--- config.mk ---
export PLATFORM = sky130hd
export DESIGN_NAME = iord_access_sched
export DESIGN_NICKNAME = d
export VERILOG_FILES = /design/src/rtl/iord_pkg.sv /design/src/rtl/iord_lat_counter.sv /design/src/rtl/iord_access_sched.sv
export SDC_FILE = /design/constraint.sdc
export NUM_CORES = 1
export LEC_CHECK = 0
export BUFFER_PORTS_ARGS = -buffer_cell sky130_fd_sc_hd__buf_4
export CAP_MARGIN = 20
export CORE_AREA = 8 8 45 47
export DETAILED_ROUTE_END_ITERATION = 16
export DIE_AREA = 0 0 53 55
export PLACE_DENSITY = 0.78
export SYNTH_ARGS = -nofsm -noshare
export SYNTH_HDL_FRONTEND = slang
export SYNTH_SLANG_ARGS = --single-unit
--- constraint.sdc ---
create_clock -name clk -period 1.3 [get_ports clk]
set_clock_uncertainty 0.15 [all_clocks]
set_input_delay 0.065 -clock clk [delete_from_list [all_inputs] [get_ports clk]]
set_output_delay 0.065 -clock clk [all_outputs]
set_load 0.03 [all_outputs]
--- src/rtl/iord_pkg.sv ---
// Shared encodings for the memory address-port scheduler: IorD selects, exception
// causes, requester ids and FSM states.
package iord_pkg;

   localparam logic [2:0] IORD_PC      = 3'b000;
   localparam logic [2:0] IORD_ALU     = 3'b001;
   localparam logic [2:0] IORD_EXC_OPC = 3'b010;
   localparam logic [2:0] IORD_EXC_OVF = 3'b011;
   localparam logic [2:0] IORD_EXC_DIV = 3'b100;

   localparam logic [1:0] CAUSE_OPC = 2'b00;
   localparam logic [1:0] CAUSE_OVF = 2'b01;
   localparam logic [1:0] CAUSE_DIV = 2'b10;
   localparam logic [1:0] CAUSE_RSV = 2'b11;

   localparam logic [1:0] RID_FETCH = 2'd0;
   localparam logic [1:0] RID_DATA  = 2'd1;
   localparam logic [1:0] RID_EXC   = 2'd2;

   typedef enum logic [1:0] {
      ST_IDLE   = 2'd0,
      ST_ACCESS = 2'd1,
      ST_DONE   = 2'd2
   } iord_state_e;

   // The reserved cause falls back to the bad-opcode vector.
   function automatic logic [2:0] exc_vec_sel(input logic [1:0] cause);
      case (cause)
         CAUSE_OVF: return IORD_EXC_OVF;
         CAUSE_DIV: return IORD_EXC_DIV;
         default:   return IORD_EXC_OPC;
      endcase
   endfunction

endpackage

--- src/rtl/iord_lat_counter.sv ---
// Memory-latency counter: counts 0..MEM_LAT-1 while enabled, flags the last count,
// and is cleared back to zero while the scheduler waits for a grant.
module iord_lat_counter #(
   parameter int unsigned MEM_LAT = 2
) (
   input  logic clk,
   input  logic reset_n,
   input  logic clear_i,
   input  logic enable_i,
   output logic tc_o
);

   localparam int unsigned   CW     = $clog2(MEM_LAT + 1);
   localparam logic [CW-1:0] TC_VAL = CW'(MEM_LAT - 1);

   logic [CW-1:0] cnt_q, cnt_d;

   assign tc_o = (cnt_q == TC_VAL);

   always_comb begin
      cnt_d = cnt_q;
      if (clear_i) begin
         cnt_d = '0;
      end else if (enable_i) begin
         cnt_d = tc_o ? '0 : cnt_q + CW'(1);
      end
   end

   always_ff @(posedge clk or negedge reset_n) begin
      if (!reset_n) begin
         cnt_q <= '0;
      end else begin
         cnt_q <= cnt_d;
      end
   end

endmodule

--- src/rtl/iord_access_sched.sv ---
// Arbitrates the shared memory address port (exc > data > fetch), holds the IorD select
// for MEM_LAT cycles, then pulses the grantee's ack; every output is a register.
module iord_access_sched
   import iord_pkg::*;
#(
   parameter int unsigned MEM_LAT = 2
) (
   input  logic       clk,
   input  logic       reset_n,
   input  logic       fetch_req,
   input  logic       data_req,
   input  logic       data_we,
   input  logic       exc_req,
   input  logic [1:0] exc_cause,
   output logic [2:0] iord_sel,
   output logic       mem_wr,
   output logic       fetch_ack,
   output logic       data_ack,
   output logic       exc_ack,
   output logic       busy
);

   iord_state_e state_q, state_d;
   logic [1:0]  rid_q, rid_d;
   logic [2:0]  sel_q, sel_d;
   logic        wr_q, wr_d;
   logic        fack_q, fack_d;
   logic        dack_q, dack_d;
   logic        eack_q, eack_d;
   logic        busy_q, busy_d;
   logic        cnt_clr, cnt_en, cnt_tc;

   iord_lat_counter #(.MEM_LAT(MEM_LAT)) u_lat (
      .clk      (clk),
      .reset_n  (reset_n),
      .clear_i  (cnt_clr),
      .enable_i (cnt_en),
      .tc_o     (cnt_tc)
   );

   always_comb begin
      state_d = state_q;
      rid_d   = rid_q;
      sel_d   = sel_q;
      wr_d    = wr_q;
      fack_d  = 1'b0;
      dack_d  = 1'b0;
      eack_d  = 1'b0;
      cnt_clr = 1'b0;
      cnt_en  = 1'b0;
      case (state_q)
         ST_IDLE: begin
            sel_d   = IORD_PC;
            wr_d    = 1'b0;
            cnt_clr = 1'b1;
            // Grant-time sampling: the select and write strobe are fixed here for the whole access.
            if (exc_req) begin
               state_d = ST_ACCESS;
               rid_d   = RID_EXC;
               sel_d   = exc_vec_sel(exc_cause);
            end else if (data_req) begin
               state_d = ST_ACCESS;
               rid_d   = RID_DATA;
               sel_d   = IORD_ALU;
               wr_d    = data_we;
            end else if (fetch_req) begin
               state_d = ST_ACCESS;
               rid_d   = RID_FETCH;
            end
         end
         ST_ACCESS: begin
            cnt_en = 1'b1;
            if (cnt_tc) begin
               state_d = ST_DONE;
               wr_d    = 1'b0;
               fack_d  = (rid_q == RID_FETCH);
               dack_d  = (rid_q == RID_DATA);
               eack_d  = (rid_q == RID_EXC);
            end
         end
         ST_DONE: begin
            state_d = ST_IDLE;
            sel_d   = IORD_PC;
         end
         default: begin
            state_d = ST_IDLE;
            sel_d   = IORD_PC;
            wr_d    = 1'b0;
         end
      endcase
      busy_d = (state_d != ST_IDLE);
   end

   always_ff @(posedge clk or negedge reset_n) begin
      if (!reset_n) begin
         state_q <= ST_IDLE;
         rid_q   <= RID_FETCH;
         sel_q   <= IORD_PC;
         wr_q    <= 1'b0;
         fack_q  <= 1'b0;
         dack_q  <= 1'b0;
         eack_q  <= 1'b0;
         busy_q  <= 1'b0;
      end else begin
         state_q <= state_d;
         rid_q   <= rid_d;
         sel_q   <= sel_d;
         wr_q    <= wr_d;
         fack_q  <= fack_d;
         dack_q  <= dack_d;
         eack_q  <= eack_d;
         busy_q  <= busy_d;
      end
   end

   assign iord_sel  = sel_q;
   assign mem_wr    = wr_q;
   assign fetch_ack = fack_q;
   assign data_ack  = dack_q;
   assign exc_ack   = eack_q;
   assign busy      = busy_q;

endmodule
Yosys cells after proc, flatten, opt, wreduce, memory -nomap -nowiden

Index checks and enable logic that the tools add are counted.
Widths: inputs -> output; s select.

Word-level logic and storage cells: 53
Bits in latches: 0
Memories: 0
Output and inout port bits: 8
Bits in writable memories: 0
Bits in read-only memories: 0
Register bits after elaboration: 14
Input port bits: 8

Order comparisons: 0
Reduce and logical (&&, ||, !) cells: 7
Multiply operators: 0
Bitwise operators: 1
Shift-type cells: 0
Eq/ne operators: 8
$add $sub $neg: 1
Muxes and demuxes: 27
Div/mod/pow operators: 0

Operators by type and width:

| operator            | count |
|---|---|
| $mux 2              | 10 |
| $mux 1              | 12 |
| $pmux 3 s2          | 2 |
| $eq 2x1->1 const B  | 4 |
| $eq 2x2->1 const B  | 3 |
| $logic_not 2->1     | 2 |
| $pmux 2 s2          | 1 |
| $reduce_and 2->1    | 2 |
| $reduce_bool 2->1   | 2 |
| $mux 3              | 1 |
| $pmux 1 s3          | 1 |
| $reduce_bool 3->1   | 1 |
| $add 2x1->2 const B | 1 |
| $ne 2x1->1 const B  | 1 |
| $not 1->1           | 1 |

Logic depth before layout (Yosys ltp)

Gate-level depths: netlist of run 1.

Depth in word-level cells: 5
Gate-level depth with buffers: 4
Mapped depth without buffers: 3

Modules after synthesis

A second synthesis of run 1 with hierarchy kept.

Cells, all modules: 52
Area, all modules: 578.1 um^2

By module, submodules not included:

| module            | area an instance (um^2) | cells an instance | times used | seq. area each (um^2) |
|---|---|---|---|---|
| iord_access_sched | 498.0                   | 45                | 1          | 300.3 |
| iord_lat_counter  | 80.1                    | 7                 | 1          | 50.0 |

Worst setup path after synthesis of run 1

Ideal clock, no wire load.

Path kind: reg-to-reg
Start: register state_q[1]
End: register rid_q[1]
Setup time: 0.121 ns
Setup slack: 0.147 ns
Cell stages (with the launch flop): 5
Required time: 1.029 ns
Data arrival time: 0.882 ns
Clock period less this slack: 1.153 ns
Buffers on the path: 1
Cell sequence: dfrtp_1 buf_2 nor2_2 o21ai_0 a22o_1

Word-level cells in the longest chain between the ends: 2

RTL lines:

| element                    | line                     | RTL |
|---|---|---|
| from (decl)                | iord_access_sched.sv:23  | `iord_state_e state_q, state_d;` |
| from (signal assigned)     | iord_access_sched.sv:105 | `state_q <= state_d;` |
| $logic_not 2->1            | iord_access_sched.sv:51  | `case (state_q)` |
| $reduce_and 2->1 (no line) | -                        |  |
| to (signal assigned)       | iord_access_sched.sv:106 | `rid_q <= rid_d;` |
| to (decl)                  | iord_access_sched.sv:24  | `logic [1:0] rid_q, rid_d;` |

No other way between the ends.
A chain may end at the register's enable or synchronous reset.

Final worst setup path of run 1

Start: register state_q[1]
End: register eack_q, in the netlist exc_ack

Word-level cells in the longest chain between the ends: 2

RTL lines:

| element              | line                     | RTL |
|---|---|---|
| $eq 2x1->1           | iord_access_sched.sv:51  |  |
| $mux 1               | iord_access_sched.sv:51  |  |
| net eack_d           | iord_access_sched.sv:29  | `logic eack_q, eack_d;` |
| to (signal assigned) | iord_access_sched.sv:111 | `eack_q <= eack_d;` |
| to (decl)            | iord_access_sched.sv:29  |  |

The timed path passes the listed nets, and every way through them passes these cells.

==> flow_summary.ini, run 1 <==
[pwr]
p_leak_nw = 0.415
powerDensity_nw_per_um2 = 2150
irDropWorstVdd_mv = 0.878

[final_layout]
mostFrequentLayoutCells = 18 x buf_4, 12 x dfrtp_1, 7 x dlygate4sd3_1
finalNonFillerCells = 96
fin_util_pct = 63.4
fin_area_um2 = 877
drive_above_1_share_pct = 40.0
multi_input_area_um2 = 239
n_fill_cell = 99
diodes = 0
ff_latch_area_um2 = 353
final_common_cell = buf_4
syn2layout_area_growth_pct = 46.7
final_nets = 89

[setup_path]
reg2reg_depth = 3
setup.worst_path.class = flop to flop
worst-path-max-fanout = 6
reg2reg_to = exc_ack
arrival_ns = 1.33
required_ns = 1.36
worstReg2RegStart = state_q[1]
rrSetupSlack_ns = 0.04
end_kind = flop
start_kind = flop

[logic_synthesis]
ys_ff_latch = 14
yosysWarningCount = 0
synth_top_area_share_pct = 58.6
ys_seq_area_share_pct = 58.6
syn_inst = 52
yosysUniqueCellTypes = 24
synth_area_per_cell_um2 = 11.5
synth_area_leaders = dfrtp_1 59%, nor3b_2 4.2%, a21oi_1 3.3%
syn_nets = 60
synth_area_um2 = 598
yosys.area.top_type = dfrtp_1

[sta]
period_share_pct = 97.2
setup_viol = 0
tightest_slew_ns = 0.368
setup_tns_ns = 0
setup_slack_ns = 0.0366
hold_viol_final = 0
max_freq_mhz = 792
maxSlewViolCount = 0
period_minus_slack_ns = 1.26
relSlewSlack_pct = 75.5
rsz0062_at_grt = false

[grt]
grt-ovfl-total = 0
antenna_found_initial = 0
grt_pass1_vias = 474
grt_pass1_wl_um = 2130
grt_max_degree = 9
grt_usage_pct = 10.3

[drt]
drc = 0
routedWlPerCell_um = 14.3
ant_nets = 0
wl_um = 1370
dr.first_iter.drc_count = 5
drt_pass1_iterations = 4
vias = 486
vias_per_cell = 5.06

[min_path]
hold_depth = 4
hold_start = data_we
hp-class = primary input to flop
holdPathEnd = mem_wr

[floorplan]
dieHeight_um = 55
ios = 16
rows = 14
core_area_um2 = 1380
die_w_um = 53
start_util_pct = 43.2
die_area_um2 = 2920

[clock_tree]
cts_made_buffers = 3
clk_pin_slew_ns = 0.08
tritoncts = done
cts.path.max_buffers = 2
h-tree-depth = 1
clockRootBuffer = clkbuf_4
clk_latency_ns = 0.29
cts_setup_buffers = 0
clock_sinks = 14

[placement]
hpwl_um = 904
placed_cell_area_um2 = 741
dp.cells = 84
globalplace.congestion = 0.796
io_buffers = 15
pre_cts_slack_ns = 0.0419

[flow_run]
maxCapViolations = 0

[status]
outcome = finished clean
-- worst max-delay path: stages (launching register included) --
cell and delay, ns:
dfrtp_2 0.46, and2b_1 0.29, nand2_2 0.12, nor3b_2 0.18
-- per-stage QoR --
stage | hold WS (ns) | power (W)
final | 0.117 | 0.00189
after global routing | 0.173 | 0.00200
after CTS | 0.0820 | 0.00187
after detailed placement | -0.229 | 0.00152
after global placement | -0.231 | 0.00149
after floorplan | -0.381 | 0.00124
-- synthesized netlist by cell type --
| cell type | instances |
|---|---|
| buf_4 | 1 |
| nand3b_1 | 2 |
| a221oi_2 | 1 |
| mux2_2 | 1 |
| a21oi_1 | 4 |
| o31a_1 | 1 |
| nor3_1 | 1 |
| nor4bb_1 | 1 |
| o22ai_1 | 1 |
| nor3b_2 | 2 |
| dfrtp_1 | 14 |
| o21ai_0 | 3 |
| nand2_1 | 4 |
| inv_1 | 3 |
| nor2b_1 | 2 |
| a211oi_1 | 1 |
| nor2_2 | 1 |
| and2b_1 | 2 |
| o21a_1 | 1 |
| a22o_1 | 1 |
| nor2_1 | 2 |
| nand2b_1 | 1 |
| buf_2 | 1 |
| nor4_1 | 1 |
-- report_power, final --
group,leakage [nW],internal (W),total (W),switching [W]
Clock,0.0210,0.000171,0.000323,0.000152
Combinational,0.217,0.000381,0.000824,0.000443
Sequential,0.177,0.000597,0.000741,0.000145
-- worst max-delay path by stage --
| stage | from | endpoint | slack, ns | cells after the start |
|---|---|---|---|---|
| floorplan | state_q[1] | rid_q[1] | 0.15 | 4 |
| global placement | state_q[1] | exc_ack | 0.07 | 3 |
| detailed placement | state_q[1] | exc_ack | 0.04 | 3 |
| CTS | state_q[1] | exc_ack | 0.02 | 3 |
| global route | state_q[1] | fetch_ack | 0.02 | 3 |
| finish | state_q[1] | exc_ack | 0.04 | 3 |
-- kinds of logic after synthesis --
logic type	synth area share, %
AO/OA/AOI/OAI	14.9
flip-flops	58.6
AND/OR/NAND/NOR	20.7
buffers and inverters	3.97
multiplexers	1.88
-- per-layer routing --
metal	GRT usage (%)	vias up	wire length, um
met1	10.7	223	543
li1	-	235	-
met4	7.76	0	40
met2	17.2	23	677
met3	3.21	5	111
met5	0	-	0
-- area by class of cell --
type	instances	share of cell area [%]
Sequential cell	14	40.2
Multi-Input combinational cell	33	27.2
Tap cell	16	2.28
Inverter	3	1.28
Timing Repair Buffer	26	24.8
Clock buffer	4	4.14
-- timing repair --
action	CTS	global route
endpoints found under the setup margin	0	6
hold buffers	8	0
gates resized for setup	0	6
endpoints found under the hold margin	20	0
-- registers in the layout (all words and copies together), names as in the netlist --
name	cells
u_lat.cnt_q	2
iord_sel	3
busy	1
state_q	2
fetch_ack	1
data_ack	1
mem_wr	1
exc_ack	1
rid_q	2
(Power assumes the default switching activity.)
==> inputs of run 2 (changes only) <==
==> constraint.sdc (replaced) <==
create_clock -name clk -period 1.35 [get_ports clk]
set_clock_uncertainty 0.15 [all_clocks]
set_input_delay 0.0675 -clock clk [delete_from_list [all_inputs] [get_ports clk]]
set_output_delay 0.0675 -clock clk [all_outputs]
set_load 0.03 [all_outputs]
==> run 2 against run 1 <==
- via count shrank 6.8%
- largest cell class unchanged
- combinational power shrank 12%
- worst hold slack lost 0.098 ns
- worst setup slack gained 0.013 ns
- routed wire length shrank 13%
- total power shrank 8.5%
- cell count shrank 3.1%
- first-iteration DRC count grew 20%
==> flow_summary.ini, run 2 (synthesized netlist as in run 1, its figures left out) <==
[placement]
globalplace.congestion = 0.753
io_buffers = 15
hpwl_um = 851

[clock_tree]
clockRootBuffer = clkbuf_4
cts_setup_buffers = 0
clock_sinks = 14
cts.path.max_buffers = 2
clk_latency_ns = 0.27
cts_made_buffers = 3
h-tree-depth = 1
clk_pin_slew_ns = 0.08
tritoncts = done

[setup_path]
end_kind = flop
cp_top_family = buffers and inverters
max_stage_delay_ns = 0.54
setup.worst_path.class = primary input to flop
crit_chain = dlygate4sd3_1, buf_4, nor4bb_1, a21oi_1, o22ai_1
crit_buf_inv = 2
required_ns = 1.39
cp_slowest_cell = dlygate4sd3_1
worst-path-max-fanout = 7
start_kind = primary input
arrival_ns = 1.34

[final_layout]
syn2layout_area_growth_pct = 38.9
diodes = 0
n_fill_cell = 112
mostFrequentLayoutCells = 17 x buf_4, 13 x dfrtp_1, 6 x dlygate4sd3_1
drive_above_1_share_pct = 35.1
final_common_cell = buf_4
final_nets = 86
largest_reg_flops = 3

[grt]
antenna_found_initial = 0
grt_pass1_wl_um = 2070
grt_pass1_vias = 477
grt_usage_pct = 9.46
grt_max_degree = 15
grt-ovfl-total = 0

[drt]
drt_pass1_iterations = 4
wl_um = 1190
vias_per_cell = 4.87
ant_nets = 0
dr.first_iter.drc_count = 6
drc = 0
vias = 453
routedWlPerCell_um = 12.8

[floorplan]
dieHeight_um = 55
core_area_um2 = 1380
ios = 16
start_util_pct = 43.2
die_w_um = 53
rows = 14
die_area_um2 = 2920

[flow_run]
maxCapViolations = 0

[pwr]
powerDensity_nw_per_um2 = 2080
irDropWorstVdd_mv = 0.974
p_total_w = 0.00173
p_leak_nw = 0.392

[status]
outcome = finished clean

[sta]
setup_viol = 0
setup_tns_ns = 0
hold_viol_final = 0
maxSlewViolCount = 0
tightest_slew_ns = 0.338
period_share_pct = 96.4
period_minus_slack_ns = 1.30
max_freq_mhz = 769
relSlewSlack_pct = 77.3
rsz0062_at_grt = false

[min_path]
hp-class = primary input to async pin
==> run 2: cell types whose count changed in the layout (fill, tap and decap cells not counted), sizes merged <==
cell and change:
buf -1, dlygate4sd3 -1, dlymetal6s4s -1
==> run 2: where the power goes <==
group | total, W | switching, W | internal, W
logic | 0.000725 | 0.000387 | 0.000338
registers | 0.000709 | 0.000138 | 0.000571
clock network | 0.000294 | 0.000130 | 0.000164
==> run 2: worst register-to-register path, stage by stage (launching register included) <==
cell and delay [ns]:
dfrtp_2 0.46, nor4bb_1 0.34, a21oi_1 0.08, o22ai_1 0.16
==> run 2: layout make-up <==
type                    count  area [um2]  area share [%]
flip-flops and latches     14         352            42.3
clock buffers               4        36.3            4.37
repair buffers             23         188            22.6
inverters                   3        11.3            1.36
well taps                  16        20.0            2.41
multi-input cells          33         224            27.0
==> run 2: final timing paths <==
check / start / to / slack, ns / cells after the start
min in group clk: data_we / mem_wr / 0.15 / 4
max in group asynchronous: reset_n / state_q[1] / 0.85 / 2
hold reg to reg: u_lat.cnt_q[1] / u_lat.cnt_q[1] / 0.34 / 1
setup reg to reg: state_q[1] / mem_wr / 0.08 / 3
hold / removal: reset_n / busy / 0.02 / 2
setup / recovery: exc_req / mem_wr / 0.05 / 5
==> run 2: repair_timing <==
item,in CTS,in global routing
hold endpoints to repair,19,0
endpoints found under the setup margin,0,2
resized for setup,0,1
hold buffers,6,0
==> run 2: metal layers <==
metal	GRT usage [%]	vias to the layer above	wire length, um
li1	-	232	-
met1	10.9	210	511
met2	15.4	9	586
met3	3.74	2	83
met4	3.88	0	8
met5	0	-	0
==> run 2: per-stage QoR <==
stage / instances / worst slack [ns] / hold WS, ns / cell area (um2) / util (%)
finish: 93 / 0.0491 / 0.0186 / 831 / 60.0
global route: 93 / 0.0176 / 0.0168 / 831 / 60.0
CTS: 93 / 0.0801 / 0.0205 / 830 / 59.9
detailed placement: 83 / 0.106 / -0.229 / 733 / 53.0
global placement: 83 / 0.138 / -0.230 / 733 / 53.0
floorplan: 52 / 0.197 / -0.378 / 598 / -
==> inputs of run 3 (changes only) <==
--- a/config.mk
+++ b/config.mk
@@ -6,11 +6,11 @@
 export NUM_CORES = 1
 export LEC_CHECK = 0
 export BUFFER_PORTS_ARGS = -buffer_cell sky130_fd_sc_hd__buf_4
-export CAP_MARGIN = 20
-export CORE_AREA = 8 8 45 47
+export CAP_MARGIN = 40
+export CORE_AREA = 2 2 39 41
 export DETAILED_ROUTE_END_ITERATION = 16
-export DIE_AREA = 0 0 53 55
-export PLACE_DENSITY = 0.78
+export DIE_AREA = 0 0 41 43
+export PLACE_DENSITY = 0.7
 export SYNTH_ARGS = -nofsm -noshare
 export SYNTH_HDL_FRONTEND = slang
 export SYNTH_SLANG_ARGS = --single-unit
==> run 3 against run 2 <==
- largest power group unchanged
- cell area is 0.15% lower
- first-iteration DRC count is 83% higher
- highest routed layer unchanged
- cell count unchanged
- worst setup slack gained 0.026 ns
- sequential power barely moved
- non-clock buffer count unchanged
- global-route usage increased by 6.1 points
- routed wire length fell by 4.3%
==> flow_summary.ini, run 3 (synthesized netlist as in run 1, its figures left out) <==
[clock_tree]
cts_resized = 0
h-tree-depth = 1
tritoncts = done
cts.path.max_buffers = 2
clock_sinks = 14
clockRootBuffer = clkbuf_4
clk_latency_ns = 0.27
cts_made_buffers = 3
clk_pin_slew_ns = 0.09

[grt]
grt_max_degree = 15
grt-ovfl-total = 0
grt_pass1_vias = 431
grt_usage_pct = 15.6
antenna_found_initial = 0
grt_pass1_wl_um = 1840

[sta]
maxSlewViolCount = 0
period_share_pct = 94.4
tightest_slew_ns = 0.339
period_minus_slack_ns = 1.27
relSlewSlack_pct = 77.2
hold_viol_final = 0
setup_tns_ns = 0
holdWs_ns = 0.0193
setup_viol = 0
rsz0062_at_grt = false
setup_slack_ns = 0.0751
max_freq_mhz = 784

[drt]
routedWlPerCell_um = 12.2
vias = 470
dr.first_iter.drc_count = 11
vias_per_cell = 5.05
drc = 0
ant_nets = 0
drt_pass1_iterations = 4
wl_um = 1140

[flow_run]
maxCapViolations = 0

[placement]
dp.cells = 83
hpwl_um = 783
io_buffers = 15
placed_cell_area_um2 = 733
globalplace.congestion = 0.756
pre_cts_slack_ns = 0.101

[pwr]
p_leak_nw = 0.393
irDropWorstVdd_mv = 0.937
powerDensity_nw_per_um2 = 2090

[final_layout]
diodes = 0
final_common_cell = buf_4
mostFrequentLayoutCells = 17 x buf_4, 14 x dfrtp_1, 6 x dlygate4sd3_1
finalNonFillerCells = 93
fin_area_um2 = 830
n_fill_cell = 120
largest_reg_flops = 3
final_nets = 86
syn2layout_area_growth_pct = 38.7
drive_above_1_share_pct = 33.8

[floorplan]
dieHeight_um = 43
start_util_pct = 43.2
core_area_um2 = 1380
rows = 14
die_area_um2 = 1760
die_w_um = 41
ios = 16

[status]
outcome = finished clean

[setup_path]
setup.worst_path.class = flop to flop
start_kind = flop
arrival_ns = 1.33
reg2reg_depth = 3
end_kind = flop
worst-path-max-fanout = 7
required_ns = 1.41

[min_path]
hp-class = primary input to async pin
-- run 3: changes by cell type in the layout (fill, tap and decap cells not counted) --
cell and change:
dfrtp_1 +1, dfrtp_2 -1
-- run 3: area by class of cell --
| cell class | count | area (um2) | area share (%) |
|---|---|---|---|
| Clock buffer | 4 | 36.3 | 4.37 |
| Multi-Input combinational cell | 33 | 224 | 27.0 |
| Sequential cell | 14 | 350 | 42.2 |
| Tap cell | 16 | 20.0 | 2.41 |
| Inverter | 3 | 11.3 | 1.36 |
| Timing Repair Buffer | 23 | 188 | 22.6 |
-- run 3: layer usage --
metal  global-route usage [%]  share of wire, %  vias up
met1                     21.7                46      228
met5                        0                 0        -
li1                         -                 -      231
met4                     10.0              0.79        0
met3                     3.14               3.7        2
met2                     21.3                49        9
-- run 3: worst paths after layout --
kind                                     start        endpoint  slack (ns)
min in group clk                       data_we          mem_wr        0.11
worst min-delay path                   reset_n       fetch_ack        0.02
max in group asynchronous              reset_n     iord_sel[2]        0.86
worst max register to register      state_q[1]         exc_ack        0.08
worst min register to register  u_lat.cnt_q[1]  u_lat.cnt_q[1]        0.33
worst max-delay path                state_q[1]         exc_ack        0.08
-- run 3: worst max-delay path: stages (launching register included) --
cell and delay [ns]:
dfrtp_1 0.46, and2b_1 0.26, nand2_1 0.14, nor3b_2 0.19
-- run 3: metrics by stage --
step | total power (W) | util [%]
3_5_place_dp | 0.00143 | 53.0
6_report | 0.00173 | 59.9
3_3_place_gp | 0.00141 | 53.0
5_1_grt | 0.00184 | 59.9
2_1_floorplan | 0.00119 | -
4_1_cts | 0.00175 | 59.9
-- run 3: repair_timing --
item                                   in CTS  in global routing
endpoints found under the hold margin      19                  0
hold buffers                                6                  0
buffers inserted                            0                  0
setup endpoints to repair                   0                  0
-- run 3: power breakdown --
group          internal (W)  switching [W]  leakage [nW]  total, W
registers          0.000568       0.000142         0.179  0.000709
clock network      0.000164       0.000130        0.0210  0.000294
logic              0.000338       0.000390         0.193  0.000728
